## config.mk

```make
export PLATFORM = sky130hd
export DESIGN_NAME = add_pipe_flags
export DESIGN_NICKNAME = d
export VERILOG_FILES = /design/src/rtl/add_pipe_pkg.sv /design/src/rtl/add_pipe_flags_seg.sv /design/src/rtl/add_pipe_flags.sv
export SDC_FILE = /design/constraint.sdc
export NUM_CORES = 1
export LEC_CHECK = 0
export ABC_AREA = 1
export CORE_MARGIN = 8
export CORE_UTILIZATION = 45
export CTS_CLUSTER_SIZE = 10
export DETAILED_ROUTE_END_ITERATION = 16
export HOLD_SLACK_MARGIN = 0.08
export PLACE_DENSITY = 0.67
export SKIP_CTS_REPAIR_TIMING = 1
export SYNTH_ARGS = -nofsm -noshare
export SYNTH_HDL_FRONTEND = slang
export SYNTH_SLANG_ARGS = --single-unit
```

## constraint.sdc

```tcl
create_clock -name clk -period 13.6 [get_ports clk]
set_input_delay 2.04 -clock clk [delete_from_list [all_inputs] [get_ports clk]]
set_output_delay 2.04 -clock clk [all_outputs]
set_load 0.05 [all_outputs]
```

## src/rtl/add_pipe_pkg.sv

```systemverilog
// Purpose : shared constants, flag typedef and parameter legality check for the pipelined flag adder.
// Latency : n/a (package only).
// Backpressure: n/a (package only).
//
// Contents:
//   FLAG_C/Z/V/S   bit positions of the carry/zero/overflow/sign flags in flags_t
//   flags_t        4-bit flags vector consumed by the ALU result mux
//   pack_flags()   builds a flags_t from the individual flag bits
//   seg_legal()    true when WIDTH splits evenly into STAGES segments
//   `ADD_PIPE_CHECK_SEG(W, S)  elaboration-time guard built on seg_legal()

`define ADD_PIPE_CHECK_SEG(W, S) \
    if (!add_pipe_pkg::seg_legal((W), (S))) begin : g_seg_illegal \
        $error("add_pipe_flags: WIDTH must be a non-zero multiple of STAGES"); \
    end

package add_pipe_pkg;

    localparam int unsigned FLAG_C = 0;
    localparam int unsigned FLAG_Z = 1;
    localparam int unsigned FLAG_V = 2;
    localparam int unsigned FLAG_S = 3;
    localparam int unsigned FLAG_W = 4;

    typedef logic [FLAG_W-1:0] flags_t;

    function automatic flags_t pack_flags(
        input logic c,
        input logic z,
        input logic v,
        input logic s
    );
        flags_t f;
        f         = '0;
        f[FLAG_C] = c;
        f[FLAG_Z] = z;
        f[FLAG_V] = v;
        f[FLAG_S] = s;
        return f;
    endfunction

    // Guard the modulo so a zero stage count reports cleanly instead of dividing by zero.
    function automatic logic seg_legal(
        input int unsigned w,
        input int unsigned s
    );
        logic ok;
        ok = 1'b0;
        if (s >= 1) begin
            ok = ((w % s) == 0);
        end
        return ok;
    endfunction

endpackage

```

## src/rtl/add_pipe_flags_seg.sv

```systemverilog
// Purpose : combinational SEG-bit adder slice used once per pipeline stage.
// Latency : 0 cycles (pure combinational).
// Backpressure: none; the enclosing pipeline stage decides when the result is captured.
//
// Ports:
//   a, b   SEG-bit operand slices (b already inverted by the caller for subtraction)
//   ci     carry into the slice
//   sum    SEG-bit slice result
//   co     carry out of the slice MSB
//   c_top  carry into the slice MSB (only the top slice's value matters, for overflow)

module add_seg #(
    parameter int unsigned SEG = 8
) (
    input  logic [SEG-1:0] a,
    input  logic [SEG-1:0] b,
    input  logic           ci,
    output logic [SEG-1:0] sum,
    output logic           co,
    output logic           c_top
);

    logic [SEG:0] full;

    assign full = {1'b0, a} + {1'b0, b} + {{SEG{1'b0}}, ci};
    assign sum  = full[SEG-1:0];
    assign co   = full[SEG];

    // The carry that entered the top bit is recoverable from that bit's inputs and
    // its sum: s = a ^ b ^ cin  =>  cin = a ^ b ^ s. Works for SEG = 1 as well.
    assign c_top = a[SEG-1] ^ b[SEG-1] ^ sum[SEG-1];

endmodule

```

## src/rtl/add_pipe_flags.sv

```systemverilog
// Purpose : pipelined WIDTH-bit add/subtract with Carry/Zero/Overflow/Sign flags on a valid/ready stream.
// Latency : STAGES enabled cycles from input handshake to out_valid; 1 beat/cycle throughput.
// Backpressure: whole pipe freezes while out_valid & !out_ready; in_ready = !out_valid | out_ready.
//
// Ports:
//   clk, rst              clock, synchronous active-high reset
//   in_valid/in_ready     operand handshake; A, B, c0 (carry-in, add only), sub (1 = A-B)
//   out_valid/out_ready   result handshake; S, C_out (raw carry), Add_Carry (carry, or borrow when
//                         sub=1), Zero, Add_Overflow (signed), Add_Sign
//   ov_clr, ov_sticky     only with ADD_PIPE_STICKY_OV_EN: sticky overflow seen on any output
//                         handshake, cleared by ov_clr (a new set in the same cycle wins)
//
// Stage k adds segment k of A and B' (B' = sub ? ~B : B) with the carry registered by stage k-1.
// The A operand and the result share one register per stage: as each segment is summed its
// operand bits are replaced in place by result bits, so the lower part of acc_q holds finished
// result bits and the upper part holds the not-yet-added A segments. B' is kept shifted so the
// next segment to consume always sits in the low SEG bits.

module add_pipe_flags
    import add_pipe_pkg::*;
#(
    parameter int unsigned WIDTH  = 32,
    parameter int unsigned STAGES = 4
) (
    input  logic             clk,
    input  logic             rst,
    input  logic             in_valid,
    output logic             in_ready,
    input  logic [WIDTH-1:0] A,
    input  logic [WIDTH-1:0] B,
    input  logic             c0,
    input  logic             sub,
`ifdef ADD_PIPE_STICKY_OV_EN
    input  logic             ov_clr,
    output logic             ov_sticky,
`endif
    output logic             out_valid,
    input  logic             out_ready,
    output logic [WIDTH-1:0] S,
    output logic             C_out,
    output logic             Add_Carry,
    output logic             Zero,
    output logic             Add_Overflow,
    output logic             Add_Sign
);

    localparam int unsigned SEG  = (STAGES > 0) ? (WIDTH / STAGES) : WIDTH;
    localparam int unsigned LAST = (STAGES > 0) ? (STAGES - 1) : 0;

    `ADD_PIPE_CHECK_SEG(WIDTH, STAGES)

    // ------------------------------------------------------------------
    // Pipeline enable
    // ------------------------------------------------------------------
    logic adv;

    assign adv      = !out_valid || out_ready;
    assign in_ready = adv;

    // ------------------------------------------------------------------
    // Stage state
    // ------------------------------------------------------------------
    logic             vld_q [STAGES];
    logic             vld_d [STAGES];
    logic [WIDTH-1:0] acc_q [STAGES];   // {A segments still to add, finished result bits}
    logic [WIDTH-1:0] acc_d [STAGES];
    logic [WIDTH-1:0] bsh_q [STAGES];   // B' with already-consumed segments shifted out
    logic [WIDTH-1:0] bsh_d [STAGES];
    logic             cy_q  [STAGES];   // carry out of this stage's segment
    logic             cy_d  [STAGES];
    logic             sub_q [STAGES];   // operation travels with its beat for Add_Carry
    logic             sub_d [STAGES];

    // Flags are computed from the final stage's inputs and captured with it, so every
    // flag output comes straight from a flop.
    flags_t           flags_q;
    flags_t           flags_d;

    // ------------------------------------------------------------------
    // Segment adders, one per stage
    // ------------------------------------------------------------------
    logic [SEG-1:0]   seg_a    [STAGES];
    logic [SEG-1:0]   seg_b    [STAGES];
    logic             seg_ci   [STAGES];
    logic [SEG-1:0]   seg_sum  [STAGES];
    logic             seg_co   [STAGES];
    logic             seg_ctop [STAGES];

    for (genvar k = 0; k < STAGES; k++) begin : g_seg
        add_seg #(
            .SEG (SEG)
        ) u_seg (
            .a     (seg_a[k]),
            .b     (seg_b[k]),
            .ci    (seg_ci[k]),
            .sum   (seg_sum[k]),
            .co    (seg_co[k]),
            .c_top (seg_ctop[k])
        );
    end

    // Operand conditioning at the pipe entry.
    logic [WIDTH-1:0] b_in;
    logic             ci_in;

    assign b_in  = sub ? ~B : B;
    // Subtraction forces the +1 of the two's complement; c0 only matters for add.
    assign ci_in = sub | c0;

    // ------------------------------------------------------------------
    // Segment operand selection
    // ------------------------------------------------------------------
    always_comb begin
        for (int k = 0; k < STAGES; k++) begin
            seg_a[k]  = '0;
            seg_b[k]  = '0;
            seg_ci[k] = 1'b0;
        end

        seg_a[0]  = A[SEG-1:0];
        seg_b[0]  = b_in[SEG-1:0];
        seg_ci[0] = ci_in;

        for (int k = 1; k < STAGES; k++) begin
            seg_a[k]  = acc_q[k-1][k*SEG +: SEG];
            seg_b[k]  = bsh_q[k-1][SEG-1:0];
            seg_ci[k] = cy_q[k-1];
        end
    end

    // ------------------------------------------------------------------
    // Next-state for every stage. Bubbles load like real beats; their data
    // is don't-care because the valid bit travelling with them is 0.
    // ------------------------------------------------------------------
    always_comb begin
        for (int k = 0; k < STAGES; k++) begin
            vld_d[k] = 1'b0;
            acc_d[k] = '0;
            bsh_d[k] = '0;
            cy_d[k]  = 1'b0;
            sub_d[k] = 1'b0;
        end

        // Stage 0 takes the beat straight from the input ports.
        vld_d[0]            = in_valid;
        acc_d[0]            = A;
        acc_d[0][SEG-1:0]   = seg_sum[0];
        bsh_d[0]            = b_in >> SEG;
        cy_d[0]             = seg_co[0];
        sub_d[0]            = sub;

        for (int k = 1; k < STAGES; k++) begin
            vld_d[k]                 = vld_q[k-1];
            acc_d[k]                 = acc_q[k-1];
            acc_d[k][k*SEG +: SEG]   = seg_sum[k];
            bsh_d[k]                 = bsh_q[k-1] >> SEG;
            cy_d[k]                  = seg_co[k];
            sub_d[k]                 = sub_q[k-1];
        end

        // Overflow: carry into the MSB differs from carry out of the MSB. The top
        // segment's c_top is exactly the carry into bit WIDTH-1.
        flags_d = pack_flags(
            seg_co[LAST] ^ sub_d[LAST],
            (acc_d[LAST] == '0),
            seg_ctop[LAST] ^ seg_co[LAST],
            acc_d[LAST][WIDTH-1]
        );
    end

    // ------------------------------------------------------------------
    // Stage registers. Reset wins over adv so in-flight beats are dropped.
    // ------------------------------------------------------------------
    always_ff @(posedge clk) begin
        if (rst) begin
            for (int k = 0; k < STAGES; k++) begin
                vld_q[k] <= 1'b0;
                acc_q[k] <= '0;
                bsh_q[k] <= '0;
                cy_q[k]  <= 1'b0;
                sub_q[k] <= 1'b0;
            end
            flags_q <= '0;
        end else if (adv) begin
            for (int k = 0; k < STAGES; k++) begin
                vld_q[k] <= vld_d[k];
                acc_q[k] <= acc_d[k];
                bsh_q[k] <= bsh_d[k];
                cy_q[k]  <= cy_d[k];
                sub_q[k] <= sub_d[k];
            end
            flags_q <= flags_d;
        end
    end

    // ------------------------------------------------------------------
    // Outputs: everything below is a direct flop output of the final stage.
    // ------------------------------------------------------------------
    assign out_valid    = vld_q[LAST];
    assign S            = acc_q[LAST];
    assign C_out        = cy_q[LAST];
    assign Add_Carry    = flags_q[FLAG_C];
    assign Zero         = flags_q[FLAG_Z];
    assign Add_Overflow = flags_q[FLAG_V];
    assign Add_Sign     = flags_q[FLAG_S];

`ifdef ADD_PIPE_STICKY_OV_EN
    // ------------------------------------------------------------------
    // Sticky overflow: set on an overflowing output handshake, cleared by
    // ov_clr; a set in the same cycle takes priority over the clear.
    // ------------------------------------------------------------------
    logic ov_sticky_q;
    logic ov_sticky_d;

    always_comb begin
        ov_sticky_d = ov_sticky_q;
        if (out_valid && out_ready && flags_q[FLAG_V]) begin
            ov_sticky_d = 1'b1;
        end else if (ov_clr) begin
            ov_sticky_d = 1'b0;
        end
    end

    always_ff @(posedge clk) begin
        if (rst) begin
            ov_sticky_q <= 1'b0;
        end else begin
            ov_sticky_q <= ov_sticky_d;
        end
    end

    assign ov_sticky = ov_sticky_q;
`endif

endmodule

```

======== After elaboration in Yosys (flattened, before gate mapping) ========
Memories as Yosys holds them, arrays and structs flattened.
Index checks and enable logic that the tools add are counted.
cells by class
  divide/modulo/power cells ............... 0
  shift-type cells ........................ 0
  bitwise gates (word level) .............. 26
  add/subtract/negate cells ............... 8
  $mul .................................... 0
  multiplexer cells ....................... 26
  equality and inequality tests ........... 0
  $lt $le $gt $ge ......................... 0
  reductions and logical operators ........ 3
operator list
  cell              count
  $mux 32           5
  $mux 24           4
  $add 8x8->9       4
  $add 9x1->9       4
  $logic_not 32->1  1
  $not 32->32       1
  $or 1x1->1        21
  $mux 1            17
  $xor 1x1->1       4
  $logic_not 1->1   1
  $logic_or 1x1->1  1
word-level totals
  bits in writable memories ............... 236
  memory bits (read-only) ................. 0
  memories kept ........................... 5
  flip-flop bits (word level) ............. 4
  logic and storage cells ................. 69
  output and inout bits ................... 39
  latch bits .............................. 0
memory list
  memory  depth  width  read ports  clocked after memory_dff  wr ports  line                  text
  acc_q   4      32     4           0                         4         add_pipe_flags.sv:65  logic [WIDTH-1:0] acc_q [STAGES];
  bsh_q   4      24     3           0                         4         add_pipe_flags.sv:67  logic [WIDTH-1:0] bsh_q [STAGES];
  cy_q    4      1      4           0                         4         add_pipe_flags.sv:69  logic cy_q [STAGES];
  sub_q   4      1      3           0                         4         add_pipe_flags.sv:71  logic sub_q [STAGES];
  vld_q   4      1      4           0                         4         add_pipe_flags.sv:63  logic vld_q [STAGES];

======== Depth between registers and ports, before layout ========
An unclocked memory read counts as a cell.
  depth after elaboration ................. 7
  gate-level depth with buffers ........... 13

======== Modules after synthesis ========
Synthesis repeated with hierarchy kept, for this count alone.
second synthesis, totals
  cell total of the unflattened synthesis .. 887
  area total of the unflattened synthesis .. 9173.8 um^2
by module, submodules not included
  module                         instances  area each (um^2)  cells an instance
  add_pipe_flags                 1          7658.6            643
  add_seg at g_seg[0].u_seg ...  3          370.4             59
  add_seg at g_seg[3].u_seg      1          404.1             67

======== Worst setup path before layout ========
No wires, ideal clock.
  path type ............................... input port to flip-flop
  start ................................... in out_ready
  end ..................................... mem acc_q[0][0] (enable)
  arrival ................................. 6.065 ns
  setup time .............................. 0.538 ns
  path slack .............................. 6.997 ns
  buffers on the path ..................... 0
  stages .................................. 4
  cell sequence ........................... inv_2 -> nand2_2 -> nor2_1 -> inv_1
RTL lines
  what             line                  text
  start, declared  add_pipe_flags.sv:38  input logic out_ready,
  end, declared    add_pipe_flags.sv:65

======== Final worst setup path ========
  start ................................... in out_ready
  end ..................................... out in_ready
on the way
  longest elaborated chain between the ends .. 1
RTL lines
  what              line                  text
  $logic_or 1x1->1  add_pipe_flags.sv:57  assign adv = !out_valid || out_ready;
  end, declared     add_pipe_flags.sv:28  output logic in_ready,
No other way between the ends.

==> impl_metrics.ini <==
[clock_network]
cts-buffers-inserted = 17
clk_latency_ns = 0.42
cts_sinks = 191
cts_buffer_depth = 2
root_buffer = clkbuf_16
htree_levels = 4
clk_pin_slew_worst_paths_ns = 0.07
cts_tree = done

[sta]
setup_viol = 0
clock_skew_ns = 0.00605
final.setup.tns_ns = 0
rsz0062_at_grt = false
hold_viol_final = 0
min_period_ns = 5.48
max_freq_mhz = 183
slew_headroom_pct = 29.1
slew_viol_final = 0
worst_pin_slew_ns = 1.06
fin_crit_sh_pct = 40.3

[floorplan]
io_pins = 109
dieArea_mm2 = 0.0246
die-width_um = 157
die_h_um = 157
core_mm2 = 0.0195
rows = 51
start_util_pct = 45.8

[power_and_ir_drop]
cellPowerDensity_mw_per_mm2 = 124
ir_worst_vdd_mv = 0.0879
leakage_nw = 4.66

[layout]
fillers = 1671
fin_area_mm2 = 0.0107
fin_cells = 1214
area_growth_pct = 20.1
fin_nets = 1042
insertedDiodeCount = 0
drive_gt1_share_pct = 4.43
mostFrequentLayoutCell = nor2_1
final_core_util_pct = 55.0
final_cell_mix = nor2_1, edfxtp_1, inv_1

[global_route]
antenna_found_initial = 0
grt_use_total_pct = 12.2
grt_pass1_vias = 5017
grt_pass1_wl_um = 23700
grt_remaining_overflow = 0
grt_max_degree = 120

[synth]
synth_compound_area_share_pct = 3.71
synth_warnings = 0
synth.net_count = 936
yosysSeqAreaShare_pct = 63.9
muxShareOfSynthArea_pct = 0
yosys-top-cells-area = edfxtp_1, nor2_1, inv_1, ha_1, nand2_1
synth_area_mm2 = 0.00891
synthDominantAreaCellType = edfxtp_1
synth.distinct_cells = 30
yosys.area.top_type_share_pct = 63.0
ys_seq_elements = 191
synth_fa_ha_area_share_pct = 5.73
synthCells = 830
synth_simple_gate_area_share_pct = 13.9
synth-xor-area-share_pct = 3.24
synth.avg_cell_area_um2 = 10.7
synth_top_family_by_area = simple AND/OR/NAND/NOR gates

[detailed_routing]
postRouteAntennaNets = 0
via_count = 5236
vias_per_cell = 4.31
drcViolationCount = 0
wl_per_cell_um = 11.7
wl_um = 14300
drtPass1Iterations = 5
drt_iter0_drc = 316

[setup_path]
cp_max_fo = 4
arrival_ns = 3.44
cpMostUsedCell = clkdlybuf4s50_1
max_stage_delay_ns = 0.81
path_class = primary input to output pin
critPathSlowestCell = clkdlybuf4s50_1
startpoint_type = primary input
critPathCaptureType = output pin
path_cells = clkdlybuf4s50_1, inv_2, nand2_2, clkdlybuf4s50_1
cp.required_ns = 11.56

[placement]
dp_cells = 1182
gp_congestion = 0.738
place_hpwl_um = 9720
place_area_mm2 = 0.0102
port_buffers = 108

[min_path]
min_path_type = flop to flop

[run]
maxCapViolations = 0

[outcome]
outcome = finished, final reports clean
## Yosys cell counts (all sizes together)
| cell type | n |
|---|---|
| nor2 | 192 |
| edfxtp | 187 |
| inv | 180 |
| nand2 | 83 |
| a21oi | 32 |
| ha | 28 |
| xnor2 | 25 |
| buf | 24 |
| o21ai | 19 |
| nand3 | 11 |
| nand4 | 11 |
| fa | 8 |
| xor2 | 8 |
| dfxtp | 4 |
| a221oi | 3 |
| a31oi | 3 |
| nor3b | 3 |
| o21bai | 3 |
| nand3b | 2 |
| or2 | 2 |
| a21o | 1 |
| and2 | 1 |
## worst max-delay path: cells and delay by family
kind                   cells  cell delay, ns
buffers and inverters      3            1.32
AND/OR/NAND/NOR            1            0.08
## layer usage
| layer | GRT usage, % | vias to the layer above | routed length, µm |
|---|---|---|---|
| met4 | 4.71 | 0 | 168 |
| met1 | 16.5 | 2280 | 7030 |
| met2 | 18.5 | 96 | 6470 |
| met3 | 3.14 | 13 | 584 |
| met5 | 0 | - | 0 |
| li1 | - | 2847 | - |
## area by class of cell
| type | count | area [µm²] | area share, % |
|---|---|---|---|
| clock buffers | 18 | 429 | 4.01 |
| repair buffers | 111 | 1100 | 10.3 |
| clock inverters | 14 | 95.1 | 0.889 |
| well taps | 265 | 332 | 3.10 |
| inverters | 180 | 683 | 6.38 |
| multi-input cells | 435 | 2370 | 22.1 |
| flip-flops and latches | 191 | 5700 | 53.2 |
## logic make-up (layout without fill, tap and decap cells)
logic type               count (synthesis)  after routing
AO/OA/AOI/OAI                           61             61
flip-flops                             191            191
AND/OR/NAND/NOR                        305            305
buffers and inverters                  204            323
adder cells (fa/ha/maj)                 36             36
XOR/XNOR                                33             33
## metrics by stage
step                      hold WS, ns  setup slack [ns]  total power, mW
final                           0.459              8.12             1.33
after global routing            0.477              8.06             1.39
after CTS                       0.462              8.12             1.34
after detailed placement        0.452              8.12            0.902
after global placement          0.449              8.12            0.899
after floorplan                 0.501              7.00            0.844
## power by group
group	switching, mW	internal [mW]	total, mW
Combinational	0.107	0.0714	0.178
Sequential	0.0136	0.696	0.709
Clock	0.206	0.233	0.439
## final timing paths
path                            slack [ns]  startpoint  cells after the start          end
worst min register to register        0.46  flags_q[0]                      2   flags_q[0]
worst min-delay path                  0.46  flags_q[0]                      2   flags_q[0]
worst max register to register       10.96    vld_q[3]                      4  acc_q[2][2]
worst max-delay path                  8.12   out_ready                      4     in_ready
## registers in the layout (all words and copies together) (netlist names)
name	cells
vld_q	4
cy_q	4
bsh_q	48
sub_q	3
acc_q	128
flags_q	4
No activity file was read; power rests on OpenSTA's default activity.
